===== src/rtl/kamus_pkg.sv =====
// Shared types for the kamus core: operation/register encodings, memory widths
// and the LSU state and latched-request types.
package kamus_pkg;

    typedef enum logic [3:0] {
        OP_LB  = 4'd0,
        OP_LH  = 4'd1,
        OP_LW  = 4'd2,
        OP_LBU = 4'd3,
        OP_LHU = 4'd4,
        OP_SB  = 4'd5,
        OP_SH  = 4'd6,
        OP_SW  = 4'd7,
        OP_NOP = 4'd15
    } operation_e;

    typedef enum logic [4:0] {
        REG_ZERO = 5'd0,
        REG_RA   = 5'd1,
        REG_SP   = 5'd2,
        REG_T0   = 5'd5,
        REG_A0   = 5'd10,
        REG_A1   = 5'd11,
        REG_A5   = 5'd15
    } register_e;

    typedef enum logic [1:0] {
        MW_BYTE,
        MW_HALF,
        MW_WORD
    } mem_width_e;

    typedef enum logic [1:0] {
        LSU_IDLE,
        LSU_REQ,
        LSU_WAIT,
        LSU_RESP
    } lsu_state_e;

    typedef struct packed {
        operation_e op;
        register_e  rd;
        logic [1:0] offset;
    } lsu_req_t;

    function automatic logic op_is_load(input operation_e op);
        return op inside {OP_LB, OP_LH, OP_LW, OP_LBU, OP_LHU};
    endfunction

    function automatic logic op_is_store(input operation_e op);
        return op inside {OP_SB, OP_SH, OP_SW};
    endfunction

    function automatic mem_width_e op_width(input operation_e op);
        case (op)
            OP_LB, OP_LBU, OP_SB: return MW_BYTE;
            OP_LH, OP_LHU, OP_SH: return MW_HALF;
            default:              return MW_WORD;
        endcase
    endfunction

    function automatic logic is_misaligned(input operation_e op, input logic [1:0] offset);
        case (op_width(op))
            MW_HALF: return offset[0];
            MW_WORD: return offset != 2'b00;
            default: return 1'b0;
        endcase
    endfunction

endpackage


===== src/rtl/kamus_lsu_align.sv =====
// Load-path lane extraction: picks the addressed byte/half from the raw word and
// sign- or zero-extends it according to the load operation.
module kamus_lsu_align
    import kamus_pkg::*;
#(
    parameter int XLEN = 32
) (
    input  operation_e       op,
    input  logic [1:0]       offset,
    input  logic [XLEN-1:0]  word,
    output logic [XLEN-1:0]  data
);

    logic [7:0]  byte_lane;
    logic [15:0] half_lane;

    // Half-word selection ignores offset[0] so misaligned halves read the containing half.
    assign byte_lane = word[{offset, 3'b000} +: 8];
    assign half_lane = word[{offset[1], 4'b0000} +: 16];

    always_comb begin
        data = '0;
        case (op)
            OP_LB:   data = {{(XLEN-8){byte_lane[7]}}, byte_lane};
            OP_LBU:  data = {{(XLEN-8){1'b0}}, byte_lane};
            OP_LH:   data = {{(XLEN-16){half_lane[15]}}, half_lane};
            OP_LHU:  data = {{(XLEN-16){1'b0}}, half_lane};
            OP_LW:   data = word;
            default: data = '0;
        endcase
    end

endmodule


===== src/rtl/kamus_lsu.sv =====
// Single-outstanding load/store unit: IDLE -> REQ -> WAIT -> RESP with a WAIT timeout.
// Define KAMUS_MISALIGN_TRAP_EN to trap misaligned H/W accesses instead of issuing them.
module kamus_lsu
    import kamus_pkg::*;
#(
    parameter int XLEN        = 32,
    parameter int TIMEOUT_CYC = 255
) (
    input  logic             clk_i,
    input  logic             rst_i,
    input  logic             req_valid_i,
    output logic             req_ready_o,
    input  operation_e       req_op_i,
    input  logic [XLEN-1:0]  req_addr_i,
    input  logic [XLEN-1:0]  req_wdata_i,
    input  register_e        req_rd_i,
    output logic             dmem_req_o,
    output logic             dmem_we_o,
    output logic [3:0]       dmem_be_o,
    output logic [XLEN-1:0]  dmem_addr_o,
    output logic [XLEN-1:0]  dmem_wdata_o,
    input  logic             dmem_gnt_i,
    input  logic             dmem_rvalid_i,
    input  logic [XLEN-1:0]  dmem_rdata_i,
    output logic             rsp_valid_o,
    output logic [XLEN-1:0]  rsp_rdata_o,
    output register_e        rsp_rd_o,
    output logic             rsp_err_o,
    output logic             busy_o
);

    localparam int CW = $clog2(TIMEOUT_CYC + 1);

    lsu_state_e        state_q, state_d;
    lsu_req_t          req_q;
    logic [XLEN-1:2]   waddr_q;
    logic [XLEN-1:0]   wdata_q;
    logic [XLEN-1:0]   rdata_q;
    logic [CW-1:0]     cnt_q;
    logic              err_q, err_d;
    logic              bad_req;
    logic [XLEN-1:0]   load_data;
    logic [3:0]        be;
    logic              is_load;

    assign is_load = op_is_load(req_q.op);

`ifdef KAMUS_MISALIGN_TRAP_EN
    assign bad_req = !(is_load || op_is_store(req_q.op)) || is_misaligned(req_q.op, req_q.offset);
`else
    assign bad_req = !(is_load || op_is_store(req_q.op));
`endif

    kamus_lsu_align #(.XLEN(XLEN)) u_align (
        .op     (req_q.op),
        .offset (req_q.offset),
        .word   (rdata_q),
        .data   (load_data)
    );

    always_comb begin
        be = 4'b1111;
        case (op_width(req_q.op))
            MW_BYTE: be = 4'b0001 << req_q.offset;
            MW_HALF: be = 4'b0011 << {req_q.offset[1], 1'b0};
            default: be = 4'b1111;
        endcase
    end

    always_ff @(posedge clk_i) begin
        if (rst_i) begin
            state_q <= LSU_IDLE;
            req_q   <= '0;
            waddr_q <= '0;
            wdata_q <= '0;
            rdata_q <= '0;
            cnt_q   <= '0;
            err_q   <= 1'b0;
        end else begin
            state_q <= state_d;
            err_q   <= err_d;
            cnt_q   <= (state_q == LSU_WAIT) ? cnt_q + 1'b1 : '0;
            if (state_q == LSU_IDLE && req_valid_i) begin
                req_q.op     <= req_op_i;
                req_q.rd     <= req_rd_i;
                req_q.offset <= req_addr_i[1:0];
                waddr_q      <= req_addr_i[XLEN-1:2];
                wdata_q      <= req_wdata_i;
            end
            if (state_q == LSU_WAIT && dmem_rvalid_i) begin
                rdata_q <= dmem_rdata_i;
            end
        end
    end

    // Invalid or trapped requests still pass through REQ, but never raise dmem_req_o.
    always_comb begin
        state_d = state_q;
        err_d   = err_q;
        case (state_q)
            LSU_IDLE: begin
                if (req_valid_i) begin
                    state_d = LSU_REQ;
                    err_d   = 1'b0;
                end
            end
            LSU_REQ: begin
                if (bad_req) begin
                    state_d = LSU_RESP;
                    err_d   = 1'b1;
                end else if (dmem_gnt_i) begin
                    state_d = LSU_WAIT;
                end
            end
            LSU_WAIT: begin
                if (dmem_rvalid_i) begin
                    state_d = LSU_RESP;
                end else if (cnt_q == CW'(TIMEOUT_CYC - 1)) begin
                    state_d = LSU_RESP;
                    err_d   = 1'b1;
                end
            end
            default: state_d = LSU_IDLE;
        endcase
    end

    always_comb begin
        req_ready_o  = (state_q == LSU_IDLE);
        busy_o       = (state_q != LSU_IDLE);
        dmem_req_o   = (state_q == LSU_REQ) && !bad_req;
        dmem_we_o    = dmem_req_o && op_is_store(req_q.op);
        dmem_be_o    = dmem_req_o ? be : 4'b0000;
        dmem_addr_o  = {waddr_q, 2'b00};
        dmem_wdata_o = wdata_q;
        case (op_width(req_q.op))
            MW_BYTE: dmem_wdata_o = {(XLEN/8){wdata_q[7:0]}};
            MW_HALF: dmem_wdata_o = {(XLEN/16){wdata_q[15:0]}};
            default: dmem_wdata_o = wdata_q;
        endcase
        rsp_valid_o = (state_q == LSU_RESP);
        rsp_err_o   = rsp_valid_o && err_q;
        rsp_rdata_o = (rsp_valid_o && !err_q && is_load) ? load_data : '0;
        rsp_rd_o    = (rsp_valid_o && is_load) ? req_q.rd : REG_ZERO;
    end

endmodule


===== config.mk =====
export PLATFORM = sky130hd
export DESIGN_NAME = kamus_lsu
export DESIGN_NICKNAME = d
export VERILOG_FILES = /design/src/rtl/kamus_pkg.sv /design/src/rtl/kamus_lsu_align.sv /design/src/rtl/kamus_lsu.sv
export SDC_FILE = /design/constraint.sdc
export NUM_CORES = 1
export LEC_CHECK = 0
export BUFFER_PORTS_ARGS = -buffer_cell sky130_fd_sc_hd__clkbuf_2
export CAP_MARGIN = 30
export CORE_ASPECT_RATIO = 1.4
export CORE_MARGIN = 2
export CORE_UTILIZATION = 39
export CTS_BUF_LIST = sky130_fd_sc_hd__clkbuf_16
export DETAILED_ROUTE_END_ITERATION = 16
export PLACE_DENSITY = 0.67
export SYNTH_ARGS = -nofsm -noshare
export SYNTH_HDL_FRONTEND = slang
export SYNTH_SLANG_ARGS = --single-unit

===== constraint.sdc =====
create_clock -name clk_i -period 3.05 [get_ports clk_i]
set_input_delay 0.4575 -clock clk_i [delete_from_list [all_inputs] [get_ports clk_i]]
set_output_delay 0.4575 -clock clk_i [all_outputs]
set_load 0.05 [all_outputs]

==> impl_metrics.yaml <==
floorplanning:
  num_rows: 51
  die_x_um: 104
  core_area_um2: 13800
  chipHeight_um: 144
  initial_core_util: 0.397
  dieArea_um2: 15000
  io_pins: 221
yosys:
  synth-simple-area-share: 0.226
  ys.flop_type: "dfxtp_1"
  mappedNetlistArea_um2: 5470
  synth-seq-cells: 116
  synth_top_area_share: 0.425
  synth_compound_area_frac: 0.188
  synth-adder-area-share: 0.0137
  synthDistinctLibCells: 43
  yosysTopAreaCell: "dfxtp_1"
  syn_avg_cell_area_um2: 8.09
  muxShareOfSynthArea: 0.0755
  synth-seq-area-share: 0.425
  synth_edf_count: 0
  async_flop_share: 0
  synth_top_family_by_area: "simple AND/OR/NAND/NOR gates"
  synth_area_leaders: "dfxtp_1 (42%), nand2_1 (15%), a21oi_1 (10%)"
  synthCells: 676
  synthXorXnorAreaFrac: 0.0112
  ys_warn_count: 0
placement:
  gp_congestion: 0.885
  place_area_um2: 6600
  port_buffers: 218
  dp_slack_ps: 469
  dp_hpwl_um: 11300
timing:
  max_clock_freq_mhz: 347
  worst_slack_ps: 170
  fin_tns_setup_ps: 0
  maxSlewViolCount: 0
  rsz0062_at_grt: "false"
  hold_violations: 0
  skew_ps: 9.49
  tightestPinTransition_ps: 760
  setup_violations: 0
  relSlewSlack: 0.493
  finalWorstPathRequiredPeriod_ps: 2880
  timing.final.crit_share: 0.944
drt:
  drc: 0
  drtPass1Iterations: 5
  drt_iter0_drc: 256
  wl_per_cell_um: 14.9
  vias_per_cell: 4.94
  vias: 5262
  antenna_left: 0
  drt_wl_total_um: 15900
critical_path:
  cp-end-kind: "primary output"
  crit_type: "reg -> out"
  path_cells: "ha_1, nor3b_1, nand2b_1, nor2_1, a221o_1, clkbuf_2"
  arrival_ps: 2420
  crit_fanout: 7
  critPathLaunchType: "flip-flop"
  crit_required_ps: 2590
  cp_slowest_cell: "nor2_1"
  crit_path_max_incr_delay_ps: 420
pwr:
  power.density_nw_per_um2: 857
  clock_power_share: 0.339
  leakagePower_nw: 3.28
  finalPower_mw: 6.20
  pwr-share-seq: 0.316
  p_comb_frac: 0.345
  switching_share: 0.401
  p_sw_mw: 2.49
  peakVddDrop_mv: 0.416
  intPower_mw: 3.72
clocking:
  clkSlewWorstSetupHoldPaths_ps: 60
  cts_tree: "done"
  clock_latency_ps: 400
  cts_buffer_depth: 2
  cts.sinks: 116
  cts_made_buffers: 17
  cts-root-buf: "clkbuf_16"
  cts_hold_buf: 0
  htree_levels: 4
layout:
  final_nets: 982
  n_fill_cell: 1379
  layout_common_cells: "nand2_1 (217), clkbuf_2 (217), dfxtp_1 (115)"
  syn_to_final_growth_pct: 32.4
  drive_gt1_frac: 0.337
  fin_area_um2: 7240
status:
  outcome: "finished clean"
global_route:
  first_global_vias: 4870
  grt_max_degree: 74
  grt.total_usage: 0.208
  grt-ovfl-total: 0
  grt_pass1_wl_um: 24900
  antenna_found_initial: 1
hold_path:
  min_path_type: "in -> reg"
job:
  maxCapViolations: 0
==> flip-flops by register name (all words and copies together), names as in the netlist <==
register and cells:
cnt_q 8, wdata_q 32, rdata_q 32, req_q 11, err_q 1, state_q 2, waddr_q 30
==> power by group through the flow <==
| stage | logic (mW) | clock network [mW] | registers (mW) |
|---|---|---|---|
| finish | 2.14 | 2.10 | 1.96 |
| CTS | 2.16 | 2.15 | 1.96 |
| detailed placement | 2.16 | 0 | 1.99 |
| global placement | 2.15 | 0 | 1.98 |
| global route | 2.32 | 2.24 | 1.99 |
| floorplan | 1.50 | 0 | 2.13 |
==> Yosys cell counts, drive strengths merged, types with 2 or more instances <==
master and number:
a211o 2, a21o 17, a21oi 110, a221o 23
a221oi 2, and2 8, and3 2, buf 22
clkbuf 37, dfxtp 116, ha 6, inv 9
mux2 16, mux2i 3, mux4 9, nand2 218
nand2b 7, nand3 3, nand4 2, nor2 14
nor2b 20, nor3 3, nor3b 3, o21ai 5
o311a 2, xnor2 4, xor2 3
==> cell type report <==
| type | count | area, um2 | area share |
|---|---|---|---|
| repair buffers | 229 | 1190 | 0.164 |
| well taps | 185 | 231 | 0.0320 |
| clock buffers | 17 | 425 | 0.0588 |
| inverters | 9 | 33.8 | 0.00467 |
| multi-input cells | 493 | 2830 | 0.391 |
| diodes | 1 | 2.50 | 0.000346 |
| flip-flops and latches | 116 | 2320 | 0.321 |
| clock inverters | 15 | 204 | 0.0282 |
==> per-stage QoR <==
| stage | utilization | cells | hold slack [ps] |
|---|---|---|---|
| floorplan | - | 677 | 432 |
| global placement | 0.479 | 1032 | 437 |
| detailed placement | 0.479 | 1032 | 444 |
| CTS | 0.525 | 1064 | 253 |
| global route | 0.525 | 1065 | 259 |
| finish | 0.525 | 1065 | 271 |
==> metal layers <==
| metal | wire length (um) | GRT usage |
|---|---|---|
| met1 | 6450 | 0.242 |
| met2 | 7890 | 0.361 |
| met3 | 1190 | 0.0622 |
| met4 | 369 | 0.0861 |
| met5 | 0 | 0 |
==> cell families (layout without fill, tap and decap cells) <==
group,after synthesis,count (layout)
buffers and inverters,68,270
other,1,3
AND/OR/NAND/NOR,286,286
XOR/XNOR,7,7
adder cells (fa/ha/maj),6,6
flip-flops,116,116
AO/OA/AOI/OAI,164,164
multiplexers,28,28
==> repair_timing <==
action / 4_1_cts / 5_1_grt
gates resized for setup: 0 / 2
endpoints found under the setup margin: 0 / 8
setup buffers: 0 / 0
==> final timing paths <==
kind / to / cells after the start / slack [ps] / start
worst min-delay path: wdata_q[26] / 3 / 270 / req_wdata_i[26]
worst max-delay path: rsp_rdata_o[14] / 6 / 170 / state_q[0]
worst max register to register: req_q[0] / 6 / 1080 / state_q[0]
worst min register to register: req_q[4] / 2 / 450 / req_q[4]
==> worst max-delay path: cells and delay by family (launching register included) <==
kind | cells | cell delay, ps
buf+inv | 1 | 270
fa+ha+maj | 1 | 310
compound gates | 1 | 190
flops | 1 | 360
simple gates | 3 | 900
Note: power is estimated with default switching activity, not from simulation.
